--- src/rtl/systolic_input_feeder.sv ---
// rtl/systolic_input_feeder.sv - feeds one operand tile into the skew array, then flushes it
module systolic_input_feeder #(
  parameter int ROWS       = 4,
  parameter int DATA_WIDTH = 16,
  parameter int K_WIDTH    = 8
) (
  input  logic                       clk,
  input  logic                       rst_n,
  input  logic                       start,
  input  logic [K_WIDTH-1:0]         k_len,
  input  logic                       s_valid,
  output logic                       s_ready,
  input  logic [ROWS*DATA_WIDTH-1:0] s_data,
  output logic [ROWS*DATA_WIDTH-1:0] out_data,
  output logic                       out_enable,
  output logic                       busy,
  output logic                       done
);

  localparam int FW = (ROWS > 1) ? $clog2(ROWS) : 1;
  localparam logic [FW-1:0] FLUSH_LAST = FW'((ROWS > 1) ? ROWS - 2 : 0);
  localparam logic [K_WIDTH-1:0] K_ONE = K_WIDTH'(1);

  typedef enum logic [1:0] {IDLE, STREAM, FLUSH, DONE} state_t;

  state_t             state, state_nx;
  logic [K_WIDTH-1:0] k_lat;
  logic [K_WIDTH-1:0] beat_cnt;
  logic [FW-1:0]      flush_cnt;
  logic               beat;
  logic               last_beat;
  logic               flush_last;
  logic               accept;

  assign s_ready    = (state == STREAM);
  assign busy       = (state != IDLE) || done;
  assign beat       = s_valid && s_ready;
  // Compare against K-1 so the counter never has to hold a value past K.
  assign last_beat  = beat && (beat_cnt == (k_lat - K_ONE));
  assign flush_last = (flush_cnt == FLUSH_LAST);
  assign accept     = (state == IDLE) && start && !busy;

  always_ff @(posedge clk or negedge rst_n) begin
    if (!rst_n) begin
      state <= IDLE;
    end else begin
      state <= state_nx;
    end
  end

  always_comb begin
    state_nx = state;
    case (state)
      IDLE: begin
        if (accept) begin
          state_nx = (k_len != '0) ? STREAM : DONE;
        end
      end
      STREAM: begin
        if (last_beat) begin
          state_nx = (ROWS == 1) ? DONE : FLUSH;
        end
      end
      FLUSH: begin
        if (flush_last) begin
          state_nx = DONE;
        end
      end
      DONE: begin
        state_nx = IDLE;
      end
      default: begin
        state_nx = IDLE;
      end
    endcase
  end

  always_ff @(posedge clk or negedge rst_n) begin
    if (!rst_n) begin
      k_lat     <= '0;
      beat_cnt  <= '0;
      flush_cnt <= '0;
    end else begin
      if (accept) begin
        k_lat     <= k_len;
        beat_cnt  <= '0;
        flush_cnt <= '0;
      end
      if (beat) begin
        beat_cnt <= beat_cnt + K_ONE;
      end
      if (state == FLUSH) begin
        flush_cnt <= flush_cnt + FW'(1);
      end
    end
  end

  // Outside enable cycles the data register holds; consumers qualify with out_enable.
  always_ff @(posedge clk or negedge rst_n) begin
    if (!rst_n) begin
      out_data   <= '0;
      out_enable <= 1'b0;
      done       <= 1'b0;
    end else begin
      out_enable <= beat || (state == FLUSH);
      done       <= (state == DONE);
      if (beat) begin
        out_data <= s_data;
      end else if (state == FLUSH) begin
        out_data <= '0;
      end
    end
  end

endmodule

--- config.mk ---
export PLATFORM = sky130hd
export DESIGN_NAME = systolic_input_feeder
export DESIGN_NICKNAME = d
export VERILOG_FILES = /design/src/rtl/systolic_input_feeder.sv
export SDC_FILE = /design/constraint.sdc
export NUM_CORES = 1
export LEC_CHECK = 0
export CORE_MARGIN = 8
export CORE_UTILIZATION = 48
export CTS_CLUSTER_DIAMETER = 80
export DETAILED_ROUTE_END_ITERATION = 10
export GPL_ROUTABILITY_DRIVEN = 0
export HOLD_SLACK_MARGIN = 0.15
export PLACE_DENSITY = 0.95
export SLEW_MARGIN = 20
export SYNTH_ARGS = -nofsm -noshare
export SYNTH_HDL_FRONTEND = slang
export SYNTH_SLANG_ARGS = --single-unit
export TNS_END_PERCENT = 5
--- constraint.sdc ---
create_clock -name clk -period 3.6 [get_ports clk]
set_input_delay 0.36 -clock clk [delete_from_list [all_inputs] [get_ports clk]]
set_output_delay 0.36 -clock clk [all_outputs]
set_load 0.05 [all_outputs]
==> results by group <==
Global routing
  – First-pass GRT wire length: 17940 µm
  – Vias in the first global route: 3607
  – Initial antenna violation count: 0
  – GRT Util Overall: 0.1933
  – Largest net degree at the start of global routing: 87
  – Gr ovfl total: 0

Floorplan
  – Die H: 106.8 µm
  – Num rows: 33
  – Die ar.: 11420 µm²
  – Core area: 8093 µm²
  – Initial Utilization: 0.4895
  – Io pins: 144
  – Die Width: 106.8 µm

Final layout
  – Commonest non-fill, non-tap cell in the layout: clkdlybuf4s50_1
  – Ant. Diodes: 0
  – NumNets Final: 627
  – Most frequent cells in the layout: clkdlybuf4s50_1, nand2_1, dfrtp_1
  – Area growth, synth to finish: 42.64%
  – Share of cells above drive strength 1: 0.05484

Synthesis
  – Synth Area per Inst: 9.638 µm²
  – Yosys reg bits: 86
  – Biggest area consumer among synthesized cells: dfrtp_1
  – Netlist cell types: 38
  – Mapped Area: 3961 µm²
  – Top post-synthesis cells by area: dfrtp_1, nand2_1, nand3b_1
  – Top-area cell type share of the netlist area: 0.5433
  – Synthesized net count: 495
  – YS warnings: 0
  – Post-Syn Instances: 411
  – Post-synthesis sequential area ratio: 0.5433

Timing
  – Total negative slack: 0 ns
  – Slew Limit Fails: 0
  – Fmax: 373.7 MHz
  – Final worst path period share: 0.7432
  – Pin slew with the least headroom to its limit: 0.9934 ns
  – Minimum clock period after layout: 2.676 ns
  – Final Skew: 0.01257 ns
  – RSZ-0062 raised after global routing: no
  – Worst slew margin: 0.3378
  – # setup viols final: 0
  – Final worst setup slack: 0.9243 ns
  – Hold Vio Cnt, Final: 0

Critical path
  – Setup CP Type: reg -> reg
  – Worst-path maximum fanout: 29
  – Critical path required time: 3.87 ns
  – CP bufs+invs: 1
  – CP startpoint kind: flop
  – Crit end category: flop
  – Worst path slowest cell: and2_2
  – Family with the most delay on the worst path: compound AO/OA/AOI/OAI gates
  – Slowest Stage Delay on Critical Path: 0.51 ns
  – Data arrival, critical path: 2.94 ns
  – Worst path cell trace: inv_1, ha_1, and2_2, nand3_1, a211oi_1, o311ai_1, a222oi_1, a2bb2oi_1

Outcome
  – Status: completed

Run
  – Max cap viols: 0

Min path
  – Hold WC Path Type: reg -> reg

Placement
  – PortBufs: 143
  – Place WS: 0.8927 ns
  – DP Wirelength: 7830 µm

Clocking
  – Skew-Pair Late Insertion Delay: 0.35 ns
  – Clock Tree Buf Depth: 2
  – CTS Buf Count: 9
  – CTS tree: built
  – CTS clock-pin slew for the worst setup and hold paths: 0.09 ns
  – CTS sink count: 86
  – CTS HTree Levels: 3
  – CTS Root Buffer Type: clkbuf_8

Pwr
  – Max VDD drop: 0.4294 mV
  – Power per Cell Area: 908.1 nW/µm²
  – P_leak: 2.602 nW
  – PnR Total Power: 5.131 mW

Detailed routing
  – Routed WL: 10920 µm
  – Routed vias: 3467
  – Residual DRC: 0
  – Post-route ant nets: 0
  – Drt wl/cell: 16.74 µm
  – Initial detailed-routing violation count: 183
  – First-pass iteration count of the detailed router: 4
  – Average via count per standard cell: 5.317
==> registers in the layout (all words and copies together) (netlist names) <==
| name | count |
|---|---|
| out_data | 64 |
| beat_cnt | 8 |
| k_lat | 8 |
| flush_cnt | 2 |
| state | 2 |
| done | 1 |
| out_enable | 1 |
==> cell usage after synthesis (all sizes together) <==
library cell	n
or4b	1
a222oi	1
mux2i	3
nand3	2
o31ai	3
a211oi	2
o221ai	2
a2bb2oi	1
nand2b	3
and3	1
dfrtp	86
xnor2	4
o21ai	11
and2	2
nor4	2
nand3b	65
or2	1
inv	9
nand4	5
o41ai	1
xor2	4
nor3	2
o211a	1
nand4b	1
clkbuf	25
nand2	139
or3	3
a31oi	2
a32oi	1
ha	8
mux2	8
a22oi	1
o311ai	1
nor2	6
a21oi	3
or2b	1
==> worst reg2reg max path, stage by stage (launching register included) <==
cell,delay [ns]
dfrtp_1,0.43
inv_1,0.14
ha_1,0.27
and2_2,0.52
nand3_1,0.13
a211oi_1,0.23
o311ai_1,0.16
a222oi_1,0.49
a2bb2oi_1,0.23
==> power breakdown <==
group	total, mW	leakage [nW]	internal [mW]	switching (mW)
clock network	0.657	0.0927	0.320	0.337
registers	1.59	1.11	1.33	0.263
logic	2.88	1.40	1.04	1.84
total	5.13	2.60	2.69	2.44
==> kinds of logic (layout without fill, tap and decap cells) <==
logic type | Yosys count | in the layout | share of synthesized area
muxes | 11 | 11 | 0.03032
and+or+nand+nor | 234 | 234 | 0.3007
buffers and inverters | 34 | 170 | 0.03222
adders and majority gates | 8 | 8 | 0.02527
DFF | 86 | 86 | 0.5433
AOI/OAI and AO/OA | 30 | 30 | 0.05054
xor gates and xnor gates | 8 | 8 | 0.01769
==> routing by layer <==
layer  routed length (µm)  GRT usage
met5                    0          0
met4                  325    0.08241
met3                  748    0.05579
met2                 5428     0.3184
met1                 4414     0.2315
==> final cells by class <==
cell class	count	area (µm²)
fillers	623	2442
well taps	105	131.4
multi-input cells	291	1688
inverters	9	33.78
clock buffers	10	127.6
flip-flops and latches	86	2152
clock inverters	5	60.06
repair buffers	146	1458
==> per-stage QoR <==
step	instances	util	hold slack, ns	instance area (µm²)
after floorplan	411	-	0.06441	3961
final	652	0.6982	0.4826	5650
after detailed placement	636	0.6733	0.4821	5449
after global placement	636	0.6733	0.4632	5449
after global routing	652	0.6982	0.5297	5650
after CTS	651	0.6965	0.2408	5637
==> worst paths after layout <==
check / from / to / slack (ns) / depth (start not counted)
max: state[1] / state[0] / 0.92 / 8
min: flush_cnt[0] / flush_cnt[0] / 0.48 / 1
max reg2reg: state[1] / state[0] / 0.92 / 8
min reg2reg: flush_cnt[0] / flush_cnt[0] / 0.48 / 1
max in group asynchronous: rst_n / out_data[20] / 2.46 / 2
min in group asynchronous: rst_n / out_data[32] / 0.63 / 2
==> repair_timing <==
item | CTS | global route
endpoints found under the hold margin | 0 | 23
hold buffers | 0 | 1
buffers inserted | 0 | 0
resized for setup | 0 | 0
setup endpoints to repair | 0 | 0
(Power assumes the default switching activity.)
